`src/rtl/issue_stage_pkg.sv`:
```
// rtl/issue_stage_pkg.sv - shared widths and register index type for the issue stage
package issue_stage_pkg;
    localparam int XLEN    = 32;
    localparam int NREGS   = 32;
    localparam int CODELEN = 12;

    typedef logic [4:0] reg_idx_t;

    localparam reg_idx_t REG_ZERO = 5'd0;
endpackage

```
`src/rtl/issue_stage_regfile.sv`:
```
// rtl/issue_stage_regfile.sv - 2-read/1-write register file, x0 reads as zero
module issue_stage_regfile
    import issue_stage_pkg::*;
(
    input  logic            clk,
    input  logic            reset,
    input  reg_idx_t        ra1,
    output logic [XLEN-1:0] rd1,
    input  reg_idx_t        ra2,
    output logic [XLEN-1:0] rd2,
    input  logic            we,
    input  reg_idx_t        wa,
    input  logic [XLEN-1:0] wd
);
    logic [XLEN-1:0] regs [NREGS];

    always_ff @(posedge clk or negedge reset) begin
        if (!reset) begin
            for (int i = 0; i < NREGS; i++) begin
                regs[i] <= '0;
            end
        end else if (we && wa != REG_ZERO) begin
            regs[wa] <= wd;
        end
    end

    assign rd1 = (ra1 == REG_ZERO) ? '0 : regs[ra1];
    assign rd2 = (ra2 == REG_ZERO) ? '0 : regs[ra2];
endmodule

```
`src/rtl/issue_stage.sv`:
```
// rtl/issue_stage.sv - operand read, busy scoreboard and single-entry issue register
module issue_stage
    import issue_stage_pkg::*;
(
    input  logic               clk,
    input  logic               reset,
    input  logic               in_valid,
    output logic               in_ready,
    input  logic [31:0]        in_pc,
    input  logic [4:0]         in_rd,
    input  logic [4:0]         in_rs1,
    input  logic [4:0]         in_rs2,
    input  logic [XLEN-1:0]    in_imm,
    input  logic [CODELEN-1:0] in_code,
    input  logic               in_is_load,
    input  logic               in_is_branch,
    input  logic               flush,
    input  logic               wb_en,
    input  logic [4:0]         wb_rd,
    input  logic [XLEN-1:0]    wb_data,
    output logic               ex_valid,
    input  logic               ex_ready,
    output logic [31:0]        ex_pc,
    output logic [4:0]         ex_rd,
    output logic [XLEN-1:0]    ex_imm,
    output logic [CODELEN-1:0] ex_code,
    output logic               ex_is_load,
    output logic               ex_is_branch,
    output logic [XLEN-1:0]    ex_rs1_val,
    output logic [XLEN-1:0]    ex_rs2_val
);
    logic [NREGS-1:0] busy;
    logic [XLEN-1:0]  rf_rd1, rf_rd2;
    logic [XLEN-1:0]  rs1_val, rs2_val;
    logic             slot_free, hazard, issue;
    logic             wb_hit_rs1, wb_hit_rs2, wb_hit_rd;

    issue_stage_regfile u_regfile (
        .clk   (clk),
        .reset (reset),
        .ra1   (in_rs1),
        .rd1   (rf_rd1),
        .ra2   (in_rs2),
        .rd2   (rf_rd2),
        .we    (wb_en),
        .wa    (wb_rd),
        .wd    (wb_data)
    );

    assign wb_hit_rs1 = wb_en && (wb_rd == in_rs1);
    assign wb_hit_rs2 = wb_en && (wb_rd == in_rs2);
    assign wb_hit_rd  = wb_en && (wb_rd == in_rd);

    // A writeback landing this cycle releases its register early, so it never blocks.
    always_comb begin
        hazard = 1'b0;
        if (in_valid) begin
            hazard = ((in_rs1 != REG_ZERO) && busy[in_rs1] && !wb_hit_rs1) ||
                     ((in_rs2 != REG_ZERO) && busy[in_rs2] && !wb_hit_rs2) ||
                     ((in_rd  != REG_ZERO) && busy[in_rd]  && !wb_hit_rd);
        end
    end

    assign slot_free = !ex_valid || ex_ready;
    assign in_ready  = slot_free && !hazard && !flush;
    assign issue     = in_valid && in_ready;

    assign rs1_val = (in_rs1 == REG_ZERO) ? '0 : (wb_hit_rs1 ? wb_data : rf_rd1);
    assign rs2_val = (in_rs2 == REG_ZERO) ? '0 : (wb_hit_rs2 ? wb_data : rf_rd2);

    // Clear first, set second: a same-edge issue to the writeback target stays busy.
    always_ff @(posedge clk or negedge reset) begin
        if (!reset) begin
            busy <= '0;
        end else begin
            for (int i = 1; i < NREGS; i++) begin
                if (issue && in_rd == reg_idx_t'(i)) begin
                    busy[i] <= 1'b1;
                end else if (wb_en && wb_rd == reg_idx_t'(i)) begin
                    busy[i] <= 1'b0;
                end
            end
        end
    end

    always_ff @(posedge clk or negedge reset) begin
        if (!reset) begin
            ex_valid     <= 1'b0;
            ex_pc        <= '0;
            ex_rd        <= '0;
            ex_imm       <= '0;
            ex_code      <= '0;
            ex_is_load   <= 1'b0;
            ex_is_branch <= 1'b0;
            ex_rs1_val   <= '0;
            ex_rs2_val   <= '0;
        end else if (flush) begin
            ex_valid <= 1'b0;
        end else if (issue) begin
            ex_valid     <= 1'b1;
            ex_pc        <= in_pc;
            ex_rd        <= in_rd;
            ex_imm       <= in_imm;
            ex_code      <= in_code;
            ex_is_load   <= in_is_load;
            ex_is_branch <= in_is_branch;
            ex_rs1_val   <= rs1_val;
            ex_rs2_val   <= rs2_val;
        end else if (slot_free) begin
            ex_valid <= 1'b0;
        end
    end
endmodule

```
`config.mk`:
```
export PLATFORM = sky130hd
export DESIGN_NAME = issue_stage
export DESIGN_NICKNAME = d
export VERILOG_FILES = /design/src/rtl/issue_stage_pkg.sv /design/src/rtl/issue_stage_regfile.sv /design/src/rtl/issue_stage.sv
export SDC_FILE = /design/constraint.sdc
export NUM_CORES = 2
export LEC_CHECK = 0
export BUFFER_PORTS_ARGS = -buffer_cell sky130_fd_sc_hd__buf_2
export CAP_MARGIN = 40
export CORE_MARGIN = 2
export CORE_UTILIZATION = 56
export DETAILED_ROUTE_END_ITERATION = 16
export PLACE_DENSITY = 0.86
export SKIP_LAST_GASP = 1
export SLEW_MARGIN = 15
export SYNTH_ARGS = -nofsm -noshare
export SYNTH_HDL_FRONTEND = slang
export SYNTH_HIERARCHICAL = 1
export SYNTH_SLANG_ARGS = --single-unit
```
`constraint.sdc`:
```
create_clock -name clk -period 2.75 [get_ports clk]
set_input_delay 0.55 -clock clk [delete_from_list [all_inputs] [get_ports clk]]
set_output_delay 0.55 -clock clk [all_outputs]
set_load 0.01 [all_outputs]
```
* Word-level counts from Yosys, hierarchy flattened
Cells that the tools add are included.
W data, S select, Z words.
** Storage, ports and cells
- Register bits after elaboration :: 1203
- Bits of input ports :: 136
- Word-level logic and storage cells :: 357
** Operators by class
- $lt $le $gt $ge :: 7
- Equal/unequal tests :: 65
- Multiplexer cells :: 85
- Bitwise logic cells :: 4
- Reduce and logical (&&, ||, !) cells :: 124
** Operators by type and width (count)
- $bwmux W1024 :: 1
- $bmux W32 S5 :: 2
- $mux W32 :: 9
- $demux W32 S5 :: 1
- $eq A5 B5 Y1 const B :: 32
- $eq A5 B4 Y1 const B :: 16
- $logic_and A1 B1 Y1 :: 76
- $mux W1 :: 69
- $reduce_bool A2 Y1 :: 31
- $eq A5 B3 Y1 const B :: 8
- $eq A5 B2 Y1 const B :: 4
- $reduce_bool A5 Y1 :: 4
- $ge A6 B6 Y1 const B :: 3
- $lt A5 B6 Y1 const B :: 3
- $not A5 Y6 :: 3
- $bmux W1 S5 :: 3
- $eq A5 B5 Y1 :: 3
- $eq A5 B1 Y1 const B :: 2
- $logic_not A5 Y1 :: 2
- $logic_not A1 Y1 :: 6
- $lt A6 B1 Y1 const B :: 1
- $logic_or A1 B1 Y1 :: 3
- $reduce_bool A3 Y1 :: 1
- $reduce_and A2 Y1 :: 1
- $not A1 Y1 :: 1

* Logic depth before layout (Yosys ltp)
- Depth in word-level cells :: 13
- Mapped depth :: 12
- Depth with buffers taken out :: 7

* Modules after synthesis
Netlist, hierarchy kept.
** By module, submodules not included
- issue_stage_regfile :: times used 1, cells an instance 3667, area each 54478.5 µm², seq. area each 25624.6 µm²
- issue_stage :: times used 1, cells an instance 710, area each 9357.7 µm², seq. area each 4479.3 µm²

* Least setup slack after synthesis
No wires, ideal clock.
- Kind :: input port to flip-flop
- Start point :: input in_rs1[0]
- End point :: register ex_code[0]
- Library setup time :: 0.125 ns
- Arrival time :: 2.830 ns
- Required time :: 2.625 ns
- Path slack :: -0.205 ns
- Stages on the path :: 10
- Cells stage by stage :: buf_6 -> mux4_1 -> and2_0 -> a2111oi_0 -> or4_4 -> and4_4 -> buf_6 -> buf_12 -> buf_12 -> mux2_4
** On the way
- Cells in the longest elaborated chain, start to end :: 12
- Elaborated cells between the ends (all ways) :: 16
** Ends and longest elaborated chain
- start: declaration :: line issue_stage.sv:11 : input logic [4:0] in_rs1,
- $bmux W1 S5 / $eq A5 B5 Y1 (equally long branches) :: line issue_stage.sv:58, issue_stage.sv:50
- $mux W1 (not written as such) / $logic_and A1 B1 Y1 (equally long branches) :: line issue_stage.sv:58, issue_stage.sv:50
- $logic_and A1 B1 Y1 / $logic_not A1 Y1 (equally long branches) :: line issue_stage.sv:58 : hazard = ((in_rs1 != REG_ZERO) && busy[in_rs1] && !wb_hit_rs1) ||
- $logic_and A1 B1 Y1 * :: line issue_stage.sv:58
- $logic_or A1 B1 Y1 * :: line issue_stage.sv:58
- $logic_or A1 B1 Y1 * :: line issue_stage.sv:59 : ((in_rs2 != REG_ZERO) && busy[in_rs2] && !wb_hit_rs2) ||
- $mux W1 * :: line issue_stage.sv:57 : if (in_valid) begin
- $logic_not A1 Y1 * :: line issue_stage.sv:65 : assign in_ready = slot_free && !hazard && !flush;
- $logic_and A1 B1 Y1 * (2 in a row) :: line issue_stage.sv:65
- $logic_and A1 B1 Y1 * :: line issue_stage.sv:66 : assign issue = in_valid && in_ready;
- $reduce_and A2 Y1 (no source line) *
- end signal: assignment :: line issue_stage.sv:104 : ex_code <= in_code;
- end: declaration :: line issue_stage.sv:26 : output logic [CODELEN-1:0] ex_code,
Every way passes the cells marked *; elsewhere a longest branch is shown, timed or not. The select of a mux whose other input is x is not followed.
A chain may end at the register's enable or synchronous reset.

* Final worst setup path
- Start point :: register busy[13]
- End point :: output in_ready
** On the way
- Cells in the longest elaborated chain, start to end :: 10
- Elaborated cells between the ends (all ways) :: 18
** Ends and longest elaborated chain
- start: declaration :: line issue_stage.sv:32 : logic [NREGS-1:0] busy;
- start signal: assignment :: line issue_stage.sv:74 : busy <= '0;
- start signal: indexed assignment :: line issue_stage.sv:78 : busy[i] <= 1'b1;
- start signal: indexed assignment :: line issue_stage.sv:80 : busy[i] <= 1'b0;
- $bmux W1 S5, on equally long branches :: line issue_stage.sv:58, issue_stage.sv:59
- $mux W1, on equally long branches :: line issue_stage.sv:58, issue_stage.sv:59
- $logic_and A1 B1 Y1, on equally long branches (2 in a row) :: line issue_stage.sv:58, issue_stage.sv:59
- $logic_or A1 B1 Y1 :: line issue_stage.sv:58
- $logic_or A1 B1 Y1 * :: line issue_stage.sv:59
- $mux W1 * :: line issue_stage.sv:57
- $logic_not A1 Y1 * :: line issue_stage.sv:65
- $logic_and A1 B1 Y1 * (2 in a row) :: line issue_stage.sv:65
- end: declaration :: line issue_stage.sv:8 : output logic in_ready,
Marks and branches as above.

==> flow_summary.json <==
{
  "synthesis.nets": 4513,
  "netlist_top_cells_area": "dfrtp_1, mux2_2, mux4_2",
  "postRouteAntennaNets": 0,
  "clockBufferDepth": 3,
  "vias_per_cell": 7.301,
  "path_delay_family": "multiplexers",
  "row_count": 123,
  "yosys.area_share.simple": 0.02660,
  "synth_common_cells": "dfrtp_1, mux2_2, mux4_2",
  "maxCapViolCount": 0,
  "clock_skew_ps": 29.06,
  "required_ps": 2200,
  "start_util": 0.5659,
  "nNetsFinal": 4971,
  "finish.utilization": 0.6722,
  "grt_max_degree": 97,
  "violations": "negative setup slack",
  "yosys.area.top_type_share": 0.4716,
  "dieHeight_um": 341.6,
  "rsz0062_at_grt": "true",
  "drc": 0,
  "netlist_instances": 4377,
  "path_clk_slew_ps": 60,
  "setup_ws_ps": -688.8,
  "cp-start-kind": "flop",
  "synth_top_family_by_area": "multiplexers",
  "syn_area_um2": 63840,
  "die-area_um2": 116700,
  "area_growth_pct": 18.79,
  "dp_slack_ps": -612.3,
  "p_leak_nw": 33.77,
  "stdcell_count": 6439,
  "dp_hpwl_mm": 133.1,
  "gp_congestion": 0.9391,
  "slew_violations": 0,
  "overflow": 0,
  "cp.buffers_inverters": 2,
  "yosys_warnings": 8,
  "slowest_delay_ps": 480,
  "antenna_found_initial": 11,
  "chipWidth_um": 341.6,
  "arrival_ps": 2890,
  "async_reset_ff_frac": 1.000,
  "vias": 47010,
  "grtUsageTotal": 0.3807,
  "crit_path_cell_trace": "mux4_2, mux2_4, or3_1, nand4_1, buf_4, nand3_2, a21boi_2, buf_2",
  "wl_mm": 221.5,
  "total_power_w": 0.05604,
  "max_slew.worst_pin.slew_ps": 879.7,
  "synth_edf_count": 0,
  "min_period_ps": 3439,
  "dp_cells": 6163,
  "crit_path_max_fanout": 4,
  "holdWs_ps": 23.46,
  "h-tree-depth": 4,
  "setup_violations": 173,
  "yosysMostFrequentCell": "dfrtp_1",
  "synth.distinct_cells": 64,
  "numCtsBuffers": 131,
  "core_area_um2": 112800,
  "hold_class": "input pin to flop",
  "slew_headroom": 0.3983,
  "cts_tree": "yes",
  "period_share": 1.250,
  "powerDensity_nw_per_um2": 738.9,
  "drtPass1Iterations": 8,
  "postSynthAreaPerCell_um2": 14.58,
  "endpoint_kind": "output port",
  "muxShareOfSynthArea": 0.4137,
  "status": "finished, violations left",
  "wl_per_cell_um": 34.40,
  "grt_pass1_vias": 49550,
  "ir_drop_uv": 712.4,
  "grt_pass1_wl_mm": 327.8,
  "synth_compound_area_frac": 0.04706,
  "yosysSeqAreaShare": 0.4716,
  "ioPinCount": 285,
  "drive_above_1_share": 0.5392,
  "synth-adder-area-share": 0,
  "cp_slowest_cell": "mux4_2",
  "synth-seq-cells": 1203,
  "hold_viol": 0,
  "clock_sinks": 1203,
  "cts_root_buf": "clkbuf_16",
  "io_buffers": 284,
  "synth_top_cell_by_area": "dfrtp_1",
  "fmax_ghz": 0.2908,
  "drt_iter0_markers": 6430,
  "synth_ff_type": "dfrtp_1",
  "worstSetupPathType": "flop to output port",
  "synth_xor_area_frac": 0.002058,
  "clock_latency_ps": 770
}
-- kinds of logic (layout without fill, tap and decap cells) --
family	count (synthesis)	in the layout
and+or+nand+nor	328	328
muxes	1932	1932
AOI/OAI and AO/OA	406	406
DFF	1203	1203
xor gates and xnor gates	15	15
other	0	6
buffers and inverters	493	1049
-- path summary, 6_finish.rpt --
kind | slack (ps) | start | depth (start not counted) | endpoint
min in group asynchronous | 340 | reset | 2 | u_regfile/regs[898]
max in group asynchronous | 1360 | reset | 3 | u_regfile/regs[201]
worst max-delay path | -690 | busy[13] | 8 | in_ready
worst min-delay path | 20 | in_code[11] | 2 | ex_code[11]
worst max register to register | -290 | busy[13] | 11 | ex_pc[8]
worst min register to register | 410 | u_regfile/regs[1015] | 0 | u_regfile/regs[1015]
-- cell usage in the layout (no fill, tap or decap), types with 8 or more instances in the layout --
cell type / netlist / final
nor2_1: 88 / 74
buf_8: 1 / 9
mux4_2: 421 / 421
buf_16: 0 / 9
o31ai_1: 29 / 29
a211oi_1: 54 / 54
mux2i_1: 323 / 323
a2111oi_1: 10 / 12
nor3_1: 51 / 51
and2_1: 21 / 17
nor2_4: 0 / 13
o32ai_1: 18 / 18
clkbuf_8: 0 / 27
mux2_4: 80 / 141
o221ai_1: 28 / 28
inv_1: 8 / 8
nand3_1: 16 / 13
buf_12: 9 / 154
a21oi_1: 36 / 36
nand2_2: 0 / 14
bufinv_16: 0 / 9
nand2b_1: 14 / 14
o21ai_0: 33 / 33
clkbuf_1: 253 / 26
buf_2: 79 / 276
a2111oi_0: 18 / 16
a22o_1: 54 / 54
clkbuf_16: 0 / 139
nor2b_1: 53 / 47
nand2_1: 37 / 23
dlygate4sd3_1: 0 / 15
a22oi_1: 66 / 66
buf_6: 25 / 8
dfrtp_1: 1203 / 1203
o22ai_1: 48 / 48
clkinv_2: 0 / 16
buf_4: 51 / 336
mux2_2: 1101 / 1040
xor2_1: 12 / 12
nor4_1: 19 / 18
-- per-stage QoR --
stage | instance area (um^2) | setup TNS [ps]
after global placement | 70450 | -59390
after floorplan | 63860 | -10290
after detailed placement | 70450 | -63670
after global routing | 75830 | -34720
after CTS | 75850 | -34160
final | 75830 | -27790
-- area by class of cell --
type | count | area, um^2
Timing Repair Buffer | 809 | 7647
Clock inverter | 40 | 525.5
Inverter | 9 | 33.78
Multi-Input combinational cell | 2681 | 31710
Sequential cell | 1203 | 30100
Antenna cell | 6 | 15.01
Tap cell | 1500 | 1877
Clock buffer | 191 | 3923
Fill cell | 7057 | 36970
-- repair_timing --
item | CTS | global route
pin swaps | 1 | 3
resized for setup | 60 | 63
hold buffers | 15 | 0
gates cloned | 13 | 1
endpoints found under the hold margin | 30 | 0
setup buffers | 19 | 5
setup endpoints to repair | 111 | 174
-- metal layers --
| layer | track usage | routed length, um | vias to the layer above |
|---|---|---|---|
| met4 | 0.2889 | 20060 | 10 |
| met5 | 0 | 56 | - |
| met1 | 0.4651 | 75570 | 23990 |
| met2 | 0.5544 | 96370 | 3978 |
| li1 | - | - | 17730 |
| met3 | 0.1368 | 29420 | 1305 |
-- flip-flops by register name (all words and copies together) (netlist names) --
name and cells:
busy 31, ex_imm 32, ex_pc 32, u_regfile/regs 1024
ex_rs2_val 32, ex_is_branch 1, ex_code 12, ex_is_load 1
ex_rs1_val 32, ex_rd 5, ex_valid 1
-- power by group --
| part | internal (W) | switching, W | total (W) |
|---|---|---|---|
| sequential | 0.0214 | 0.00335 | 0.0247 |
| clock | 0.0108 | 0.00760 | 0.0184 |
| combinational | 0.00748 | 0.00544 | 0.0129 |
| total | 0.0396 | 0.0164 | 0.0560 |
No activity file was read; power rests on OpenSTA's default activity.
